--- src/rtl/serial_adder_pkg.sv ---
// rtl/serial_adder_pkg.sv - shared state encoding and default width for serial_adder
package serial_adder_pkg;

    localparam int SERIAL_ADDER_WIDTH_DEFAULT = 8;

    typedef enum logic [1:0] {
        S_IDLE  = 2'd0,
        S_SHIFT = 2'd1,
        S_DONE  = 2'd2
    } state_e;

endpackage

--- src/rtl/half_adder.sv ---
// rtl/half_adder.sv - one-bit half adder
// Ports: a, b (addend bits) -> s (sum bit), c (carry bit).
module half_adder (
    input  logic a,
    input  logic b,
    output logic s,
    output logic c
);

    assign s = a ^ b;
    assign c = a & b;

endmodule

--- src/rtl/serial_adder_full_adder.sv ---
// rtl/serial_adder_full_adder.sv - full adder cell built from two half adders
// Ports: a, b (addend bits), ci (carry in) -> s (sum bit), co (carry out).
module full_adder (
    input  logic a,
    input  logic b,
    input  logic ci,
    output logic s,
    output logic co
);

    logic s0;
    logic c0;
    logic c1;

    half_adder u_ha0 (
        .a (a),
        .b (b),
        .s (s0),
        .c (c0)
    );

    half_adder u_ha1 (
        .a (s0),
        .b (ci),
        .s (s),
        .c (c1)
    );

    // The two half-adder carries can never both be set, so OR gives the carry.
    assign co = c0 | c1;

endmodule

--- src/rtl/serial_adder.sv ---
// rtl/serial_adder.sv - bit-serial WIDTH-bit adder, LSB first, one bit per clock
// Ports: clk, rst (sync, active-high); start, a, b, cin (request and operands);
//        busy, done (status); sum, cout (result, held until next accepted start);
//        ovf (signed overflow, only when SERIAL_ADDER_OVF_EN is defined).
// Macro: SERIAL_ADDER_OVF_EN enables the ovf output and its logic.
module serial_adder
    import serial_adder_pkg::*;
#(
    parameter int WIDTH = SERIAL_ADDER_WIDTH_DEFAULT
) (
    input  logic             clk,
    input  logic             rst,
    input  logic             start,
    input  logic [WIDTH-1:0] a,
    input  logic [WIDTH-1:0] b,
    input  logic             cin,
    output logic             busy,
    output logic             done,
    output logic [WIDTH-1:0] sum,
`ifdef SERIAL_ADDER_OVF_EN
    output logic             ovf,
`endif
    output logic             cout
);

    localparam int CNT_W = $clog2(WIDTH);
    localparam logic [CNT_W-1:0] CNT_LAST = CNT_W'(WIDTH - 1);

    state_e             state_q, state_d;
    logic [WIDTH-1:0]   a_sr_q, a_sr_d;
    logic [WIDTH-1:0]   b_sr_q, b_sr_d;
    logic [WIDTH-1:0]   sum_q, sum_d;
    logic [CNT_W-1:0]   cnt_q, cnt_d;
    logic               carry_q, carry_d;
    logic               cout_q, cout_d;
    logic               load;
    logic               fa_s;
    logic               fa_co;
`ifdef SERIAL_ADDER_OVF_EN
    logic               ovf_q, ovf_d;
`endif

    full_adder u_fa (
        .a  (a_sr_q[0]),
        .b  (b_sr_q[0]),
        .ci (carry_q),
        .s  (fa_s),
        .co (fa_co)
    );

    // A start is honoured in IDLE and in DONE (back-to-back), never mid-shift.
    assign load = start && ((state_q == S_IDLE) || (state_q == S_DONE));

    always_comb begin
        state_d = state_q;
        a_sr_d  = a_sr_q;
        b_sr_d  = b_sr_q;
        sum_d   = sum_q;
        cnt_d   = cnt_q;
        carry_d = carry_q;
        cout_d  = cout_q;
`ifdef SERIAL_ADDER_OVF_EN
        ovf_d   = ovf_q;
`endif

        case (state_q)
            S_IDLE: begin
                state_d = S_IDLE;
            end
            S_SHIFT: begin
                a_sr_d  = a_sr_q >> 1;
                b_sr_d  = b_sr_q >> 1;
                carry_d = fa_co;
                sum_d   = {fa_s, sum_q[WIDTH-1:1]};
                cnt_d   = cnt_q + CNT_W'(1);
                if (cnt_q == CNT_LAST) begin
                    state_d = S_DONE;
                    cout_d  = fa_co;
`ifdef SERIAL_ADDER_OVF_EN
                    // carry_q here is the carry into the MSB.
                    ovf_d   = carry_q ^ fa_co;
`endif
                end
            end
            S_DONE: begin
                state_d = S_IDLE;
            end
            default: begin
                state_d = S_IDLE;
            end
        endcase

        if (load) begin
            state_d = S_SHIFT;
            a_sr_d  = a;
            b_sr_d  = b;
            carry_d = cin;
            cnt_d   = '0;
            sum_d   = '0;
            cout_d  = 1'b0;
`ifdef SERIAL_ADDER_OVF_EN
            ovf_d   = 1'b0;
`endif
        end
    end

    always_ff @(posedge clk) begin
        if (rst) begin
            state_q <= S_IDLE;
            a_sr_q  <= '0;
            b_sr_q  <= '0;
            sum_q   <= '0;
            cnt_q   <= '0;
            carry_q <= 1'b0;
            cout_q  <= 1'b0;
`ifdef SERIAL_ADDER_OVF_EN
            ovf_q   <= 1'b0;
`endif
        end else begin
            state_q <= state_d;
            a_sr_q  <= a_sr_d;
            b_sr_q  <= b_sr_d;
            sum_q   <= sum_d;
            cnt_q   <= cnt_d;
            carry_q <= carry_d;
            cout_q  <= cout_d;
`ifdef SERIAL_ADDER_OVF_EN
            ovf_q   <= ovf_d;
`endif
        end
    end

    assign busy = (state_q == S_SHIFT);
    assign done = (state_q == S_DONE);
    assign sum  = sum_q;
    assign cout = cout_q;
`ifdef SERIAL_ADDER_OVF_EN
    assign ovf  = ovf_q;
`endif

endmodule

--- config.mk ---
export PLATFORM = sky130hd
export DESIGN_NAME = serial_adder
export DESIGN_NICKNAME = d
export VERILOG_FILES = /design/src/rtl/serial_adder_pkg.sv /design/src/rtl/half_adder.sv /design/src/rtl/serial_adder_full_adder.sv /design/src/rtl/serial_adder.sv
export SDC_FILE = /design/constraint.sdc
export NUM_CORES = 1
export LEC_CHECK = 0
export CORE_MARGIN = 4
export CORE_UTILIZATION = 53
export CTS_CLUSTER_SIZE = 16
export DETAILED_ROUTE_END_ITERATION = 8
export DONT_BUFFER_PORTS = 1
export GPL_TIMING_DRIVEN = 0
export MAX_ROUTING_LAYER = met4
export PLACE_DENSITY = 0.68
export SLEW_MARGIN = 40
export SYNTH_ARGS = -nofsm -noshare
export SYNTH_HDL_FRONTEND = slang
export SYNTH_HIERARCHICAL = 1
export SYNTH_SLANG_ARGS = --single-unit
--- constraint.sdc ---
create_clock -name clk -period 1.6 [get_ports clk]
set_input_delay 0.32 -clock clk [delete_from_list [all_inputs] [get_ports clk]]
set_output_delay 0.32 -clock clk [all_outputs]
set_load 0.05 [all_outputs]
== Yosys cells after proc, flatten, opt, wreduce, memory -nomap -nowiden ==
Cells that the tools add are included.
Operators by class
  add/subtract/negate cells: 1
  eq/ne operators: 4
  mux-type cells: 9
  bitwise logic cells: 6
  reduce and logical (&&, ||, !) cells: 7
Operators by type and width (number)
  8-bit 2-to-1 mux: 4
  1-bit 2-to-1 mux: 5
  3-bit by 1-bit adder with 3-bit output (second input constant): 1
  3-bit == test (second input constant): 1
  3-bit by 1-bit inequality test with 1-bit output (second input constant): 1
  3-bit OR reduction: 1
  1-bit AND: 2
  2-bit by 1-bit == test with 1-bit output (second input constant): 1
  2-bit == test (second input constant): 1
  2-bit zero test: 1
  2-bit AND reduction: 1
  2-bit nonzero test: 1
  2-bit OR reduction: 1
  1-bit XOR: 2
  1-bit logical AND: 1
  1-bit logical OR: 1
  1-bit NOT: 1
  1-bit bitwise OR: 1
Word-level totals
  flip-flop bits (word level): 31
  input bits: 20
  output and inout port bits: 11
  logic and storage cells: 35

== Logic depth before layout (Yosys ltp) ==
  depth after elaboration: 5
  gate-level depth with buffers: 7
  gate-level depth less buffers: 5

== Modules after synthesis ==
The synthesis kept the hierarchy.
Modules (own cells, without submodules)
  serial_adder: times used 1, cells an instance 143, area an instance 1248.7 sq um, seq. area each 620.6 sq um
  half_adder: times used 2, cells an instance 1, area an instance 12.5 sq um, seq. area each 0.0 sq um
  full_adder: times used 1, cells an instance 1, area an instance 6.3 sq um, seq. area each 0.0 sq um

== Worst setup path after synthesis ==
OpenSTA, ideal clock, no wires.
  path kind: register to output
  start point: register state_q[1]
  end point: output port done
  arrival time: 1.023 ns
  required time: 1.280 ns
  setup slack: 0.257 ns
  cell stages (with the launch flop): 2
  buffers on the path: 0
  path through: dfxtp_1 > nor2b_1
Between the ends
  word-level cells in the longest chain between the ends: 1
Ends and longest elaborated chain
  from (decl): line serial_adder.sv:29  | state_e state_q, state_d;
  from (signal assigned): line serial_adder.sv:120  | state_q <= state_d;
  2-bit == test: line serial_adder.sv:134  | assign done = (state_q == S_DONE);
  to (decl): line serial_adder.sv:18  | output logic done,
No other way between the ends.

== Final worst setup path ==
  start point: register state_q[1]
  end point: output port busy
Between the ends
  word-level cells in the longest chain between the ends: 1
Ends and longest elaborated chain
  2-bit by 1-bit == test with 1-bit output: line serial_adder.sv:133  | assign busy = (state_q == S_SHIFT);
  to (decl): line serial_adder.sv:17  | output logic busy,
No other way between the ends.

==> results.yml <==
outcome:
  status: "completed"
sta:
  tns_ps: 0
  setup_slack_ps: 66.93
  max_slew_margin_pct: 63.06
  period_minus_slack_ps: 1533
  tightestPinTransition_ps: 551.6
  finClkSkew_ps: 7.703
  fmax_mhz: 652.3
  hold_viol_final: 0
  fin_crit_sh_pct: 95.82
  setup_viol_count_final: 0
  rsz0062_at_grt: "no"
  report.final.slew_viol_count: 0
  whs_ps: 122.7
yosys:
  synth_edf_count: 0
  synthCells: 146
  synthArstFlopShare_pct: 0
  yosysWarnings: 6
  syn_area_um2: 1280
  ys_seq_area_share_pct: 48.48
  avgSynthCellArea_um2: 8.767
  synthFlopType: "dfxtp_1"
  syn_nets: 170
  ys_ff_latch: 31
  ys_types: 24
worst_setup_path:
  path_class: "reg2out"
  cp-end-kind: "output pin"
  start_kind: "flop"
  cp.arrival_ps: 1210
  required_ps: 1280
  cp_max_fo: 12
route:
  drt-total-wl_mm: 2.854
  wl_per_cell_um: 15.68
  drtIter0Drc: 30
  drc_errors: 0
  dr_total_vias: 1047
  vias_per_cell: 5.753
  ant_nets: 0
  dr.pass1.iters: 4
power_and_ir_drop:
  combPwrFrac_pct: 12.6
  clock_power_share_pct: 41.4
  power_w: 0.001843
  power.switching_w: 0.0004375
  cellPowerDensity_nw_per_um2: 1266
  sw_frac_of_total_pct: 23.74
  p_leak_nw: 0.5394
  p_int_w: 0.001405
  ir_drop_uv: 892.1
  power_frac_seq_pct: 46.1
finish:
  area_delta_synth_final_pct: 13.69
  final_util_pct: 64.54
  drive_gt1_share_pct: 16.23
  diodes: 0
  fin_nets: 177
placed_design:
  port_buffers: 0
  hpwl_mm: 2.035
  gp_congestion: 0.8179
  post-place-ws_ps: 186.7
grt:
  antenna_found_initial: 0
  grt_usage_pct: 19.54
  grt_max_degree: 13
  overflow: 0
  grt_pass1_wl_mm: 4.754
  grt_pass1_vias: 1096
cts:
  h-tree-depth: 2
  cts_setup_buffers: 0
  cts_buffers: 5
  clock_latency_ps: 330
  hold_buffers: 0
  clockBufferDepth: 2
  cts_tree: "built"
  clk_pin_slew_ps: 100
  clock_sinks: 31
  clock-root-buffer: "clkbuf_4"
worst_hold_path:
  hp-class: "in2reg"
die:
  initial_utilization_pct: 56.77
  ioPinCount: 31
  die_w_um: 57.15
  core_um2: 2255
  num_rows: 17
  die-area_um2: 3266
  die_y_um: 57.15
job:
  max_cap_viol_count: 0
## cell usage after synthesis (2+ instances only)
| library cell | instances | area, um2 |
|---|---|---|
| nor3_1 | 19 | 95.09 |
| dfxtp_1 | 31 | 620.6 |
| clkbuf_1 | 2 | 7.510 |
| buf_6 | 3 | 33.78 |
| nand3_1 | 5 | 25.02 |
| nand2b_1 | 3 | 18.77 |
| nor2_1 | 6 | 22.52 |
| a22oi_1 | 3 | 22.52 |
| buf_2 | 6 | 30.03 |
| a311oi_2 | 3 | 45.04 |
| o22ai_1 | 9 | 56.30 |
| ha_1 | 4 | 50.05 |
| a21oi_1 | 15 | 75.07 |
| nand2_1 | 26 | 97.59 |
| nand2_2 | 2 | 12.51 |
## what timing repair did
action,in CTS,in global routing
gates resized for setup,4,1
setup endpoints to repair,1,1
pin swaps,0,0
gates cloned,1,0
## final timing paths
check                          start                endpoint  slack, ps  cells past startpoint
min reg2reg    cnt_q[2]$_SDFFE_PP0N_   cnt_q[2]$_SDFFE_PP0N_        470                      2
max reg2reg   a_sr_q[0]$_SDFFE_PP0P_    carry_q$_SDFFE_PP0P_        160                      5
max          state_q[1]$_SDFFE_PP0P_                    busy         70                      4
min                             a[7]  a_sr_q[7]$_SDFFE_PP0P_        120                      2
## registers in the layout, indices dropped and copies added, names as in the netlist
| register | flops |
|---|---|
| a_sr_q | 8 |
| b_sr_q | 8 |
| carry_q | 1 |
| cnt_q | 3 |
| cout | 1 |
| state_q | 2 |
| sum | 8 |
## power groups by stage
| stage | clock network, W | logic (W) | registers (W) |
|---|---|---|---|
| after detailed placement | 0 | 0.000215 | 0.000865 |
| after floorplan | 0 | 0.000176 | 0.000858 |
| final | 0.000762 | 0.000232 | 0.000849 |
| after global routing | 0.000809 | 0.000258 | 0.000854 |
| after CTS | 0.000770 | 0.000233 | 0.000848 |
| after global placement | 0 | 0.000208 | 0.000863 |
## worst max-delay path: stages (launching register included)
cell      delay, ps
dfxtp_1         330
nand2b_1        150
buf_6           150
inv_8           100
buf_12          150
## per-layer routing
metal	global-route usage, %	routed length, um	vias to the layer above
met1	19.83	1220	484
li1	-	-	528
met2	31.65	1398	28
met3	7.919	183	7
met5	-	0	-
met4	11.26	52	0
## cells in the final DEF (no fill, tap or decap), types with 4 or more instances in the layout
master / count
a21oi_1: 15
buf_2: 6
clkbuf_4: 5
dfxtp_1: 30
ha_1: 4
nand2_1: 26
nand3_1: 5
nor2_1: 6
nor3_1: 19
o22ai_1: 9
## logic make-up (layout without fill, tap and decap cells)
family	Yosys count	in the layout	synth area share [%]
flip-flops	31	31	48.49
AND/OR/NAND/NOR	65	65	23.36
adder cells (fa/ha/maj)	4	4	3.910
XOR/XNOR	1	1	0.6844
buffers and inverters	13	21	6.648
AO/OA/AOI/OAI	31	31	16.13
multiplexers	1	1	0.7820
## through the flow
step	std cells	instance area [um2]
after floorplan	146	1280
after global placement	174	1315
after detailed placement	174	1318
after CTS	182	1453
after global routing	182	1455
final	182	1455
## area by class of cell
cell class | count | area [um2]
Fill cell | 211 | 799.5
Inverter | 1 | 11.26
Clock inverter | 2 | 60.06
Clock buffer | 6 | 41.29
Buffer | 11 | 76.32
Timing Repair Buffer | 1 | 32.53
Sequential cell | 31 | 621.8
Multi-Input combinational cell | 102 | 576.8
Tap cell | 28 | 35.03
(Power assumes the default switching activity.)
==> RTL edit 1, RTL diff (same settings) <==
The package constant `SERIAL_ADDER_WIDTH_DEFAULT` goes from 8 to 16.
--- a/src/rtl/serial_adder_pkg.sv
+++ b/src/rtl/serial_adder_pkg.sv
@@ -2,5 +2,5 @@
 package serial_adder_pkg;
 
-    localparam int SERIAL_ADDER_WIDTH_DEFAULT = 8;
+    localparam int SERIAL_ADDER_WIDTH_DEFAULT = 16;
 
     typedef enum logic [1:0] {
Interface: changed (resized a, b and sum); port bits go from 31 to 55. The function was not compared with the original's and may differ.
==> RTL edit 1 against the unedited design <==
  * Final area grew 64%
  * Sequential cell count grew 25
  * Synthesized area grew 74%
  * Setup slack gained 0.0070 ns
  * Cell count grew 85%
  * Critical path depth is the same
  * Power grew 42%
  * Hold slack lost 0.037 ns
  * Wire length grew 76%
  * Critical path type unchanged
  * Largest cell class unchanged
==> RTL edit 1: results <==
set metrics [dict create \
    vias 1897 \
    globalplace.congestion 0.720 \
    status "completed" \
    fin_skew_ns 0.00581 \
    dp_hpwl_um 3530 \
    placed_area_um2 2290 \
    synth_nets 317 \
    drt_iter0_markers 202 \
    synth_compound_area_frac 0.202 \
    dp_slack_ns 0.170 \
    die_w_um 72.8 \
    p_leak_nw 0.832 \
    grt_pass1_wl_um 8240 \
    min_from "rst" \
    grt_usage 0.205 \
    synth_mux_area_frac 0.00450 \
    routed_wl_um 5020 \
    dp.cells 328 \
    first_global_vias 1727 \
    netlist_top_cells_area "dfxtp_1 (50%), nand2_1 (13%), a31oi_1 (6.2%), a21oi_1 (5.8%), o21ai_0 (5.4%)" \
    clk_latency_ns 0.31 \
    cp_max_fo 10 \
    routed_via_density 5.65 \
    root_buffer "clkbuf_8" \
    ir_drop_uv 724 \
]
-- RTL edit 1: final timing paths --
kind | endpoint | cells after the start | slack, ns
worst min register to register | a_sr_q[6]$_SDFFE_PP0P_ | 2 | 0.47
worst max register to register | carry_q$_SDFFE_PP0P_ | 5 | 0.17
worst max-delay path | busy | 4 | 0.07
worst min-delay path | state_q[1]$_SDFFE_PP0P_ | 1 | 0.09
-- RTL edit 1: power breakdown --
part           leakage [nW]  switching, mW  total, mW  internal (mW)
Clock                0.0455          0.427      0.781          0.354
Combinational         0.328          0.208      0.321          0.113
Sequential            0.459         0.0467       1.52           1.47
Total                 0.832          0.682       2.62           1.94
-- RTL edit 1: stage by stage --
| stage | power, mW | utilization |
|---|---|---|
| floorplan | 1.79 | - |
| global placement | 1.86 | 0.568 |
| detailed placement | 1.87 | 0.568 |
| CTS | 2.63 | 0.592 |
| global route | 2.74 | 0.593 |
| finish | 2.62 | 0.593 |
-- RTL edit 1: final cells by class --
type	count	area, um2	area share
multi-input combinational	196	972	0.407
inverter	3	13.8	0.00576
buffer	23	130	0.0544
sequential	56	1120	0.469
tap	50	62.6	0.0262
clock buffer	8	90.1	0.0377
-- RTL edit 1: per-layer routing --
layer	global-route usage	vias to the layer above	routed length (um)
li1	-	969	-
met1	0.289	866	2300
met2	0.277	54	2260
met3	0.0620	8	375
met4	0.0738	0	78
met5	-	-	0
-- RTL edit 1: repair_timing --
action	4_1_cts	5_1_grt
pin swaps	0	0
buffers inserted	0	0
setup endpoints to repair	1	1
gates resized for setup	2	2
==> RTL edit 2, RTL diff (same flow settings) <==
Made on the original files. Make the reset (`rst`) asynchronous in one clocked block.
--- a/src/rtl/serial_adder.sv
+++ b/src/rtl/serial_adder.sv
@@ -105,5 +105,5 @@
     end
 
-    always_ff @(posedge clk) begin
+    always_ff @(posedge clk or posedge rst) begin
         if (rst) begin
             state_q <= S_IDLE;
Behaviour: differs if rst is asserted again (counterexample within 4 cycles, from zero or initial values and one cycle with rst high); with rst held inactive, the same outputs for 10 cycles.
==> RTL edit 2 against the unedited design <==
  * Maximum frequency shrank 1.5%
  * Wire length grew 12%
  * Global-route usage rose by 0.34 points
  * Non-clock buffer count is 9 higher
  * Sequential cell count is the same
  * Setup slack got worse by 0.023 ns
  * Critical path depth shrank 1
  * Register-to-register slack got worse by 0.02 ns
  * Synthesized area up 17%
  * Cell count unchanged
  * Final area up 22%
  * Critical path type unchanged
Power is not compared: it rests on default switching activity, and its combinational part moved more than twofold at a synthesized area within 25%.
==> RTL edit 2: results <==
set metrics [dict create \
    buf_share 0.122 \
    synth_compound_area_frac 0.157 \
    status "completed" \
    synth_xor_area_frac 0.00586 \
    ys_types 30 \
    routed_via_density 5.95 \
    fin_skew_ns 0.00774 \
    synth_mux_area_frac 0.0987 \
    crit_family "flip-flops" \
    synth_common_cells "dfrtp_1 (31), a22o_1 (11), nor2_1 (11)" \
    dp_hpwl_um 2030 \
    cts.repair.resized 12 \
    cts_setup_buffers 5 \
    netlist_top_cells_area "dfrtp_1 (52%), a22o_1 (6.4%), mux2_1 (4.5%), o22ai_1 (3.8%), ha_1 (3.3%)" \
    final_nets 175 \
    globalplace.congestion 0.811 \
    grt_pass1_wl_um 5200 \
    inverters 2 \
    tightest_slew_ns 0.615 \
    drive_gt1_frac 0.237 \
    synth-seq-area-share 0.519 \
    synth_nets 157 \
    first_global_vias 1155 \
    critPathArrivalTime_ns 1.24 \
    cts_hold_buf 1 \
    cp_max_fo 7 \
    n_fill_cell 196 \
    use_met1 0.250 \
    multi_input_area_share 0.365 \
]
RTL edit 2: cell count changes after synthesis, sizes merged, moves of 6 or more:
cell	change
dfrtp	+31
dfxtp	-31
nand2	-24
a21oi	-12
a22o	+11
nor3	-10
mux2	+8
nor2	+6
RTL edit 2: power breakdown:
part | internal (mW) | switching (mW) | leakage [nW]
sequential | 1.14 | 0.614 | 0.385
combinational | 0.919 | 0.792 | 0.395
clock | 0.369 | 0.273 | 0.0482
RTL edit 2: final timing paths:
check | startpoint | end | slack [ns]
min in group asynchronous | rst | a_sr_q[4]$_DFFE_PP0P_ | 0.52
min | cin | carry_q$_DFFE_PP0P_ | 0.13
min reg2reg | carry_q$_DFFE_PP0P_ | carry_q$_DFFE_PP0P_ | 0.52
max reg2reg | b_sr_q[0]$_DFFE_PP0P_ | carry_q$_DFFE_PP0P_ | 0.14
max | state_q[1]$_DFFE_PP0P_ | done | 0.04
max in group asynchronous | rst | state_q[0]$_DFFE_PP0P_ | 0.65
RTL edit 2: per-stage QoR:
| stage | power, mW | setup TNS, ns | std cells | cell area, um2 | worst slack (ns) |
|---|---|---|---|---|---|
| 3_5_place_dp | 3.12 | 0 | 163 | 1540 | 0.000730 |
| 5_1_grt | 4.38 | -0.0378 | 182 | 1780 | -0.0258 |
| 3_3_place_gp | 3.05 | 0 | 163 | 1540 | 0.0130 |
| 6_report | 4.11 | 0 | 182 | 1780 | 0.0442 |
| 4_1_cts | 4.09 | -0.00943 | 178 | 1750 | -0.00943 |
| 2_1_floorplan | 2.82 | 0 | 133 | 1500 | 0.137 |
RTL edit 2: layer usage:
layer  up-vias  part of all wire
met5         -                 0
met4         0             0.013
met3         6             0.045
met2        30              0.48
met1       527              0.46
li1        520                 -
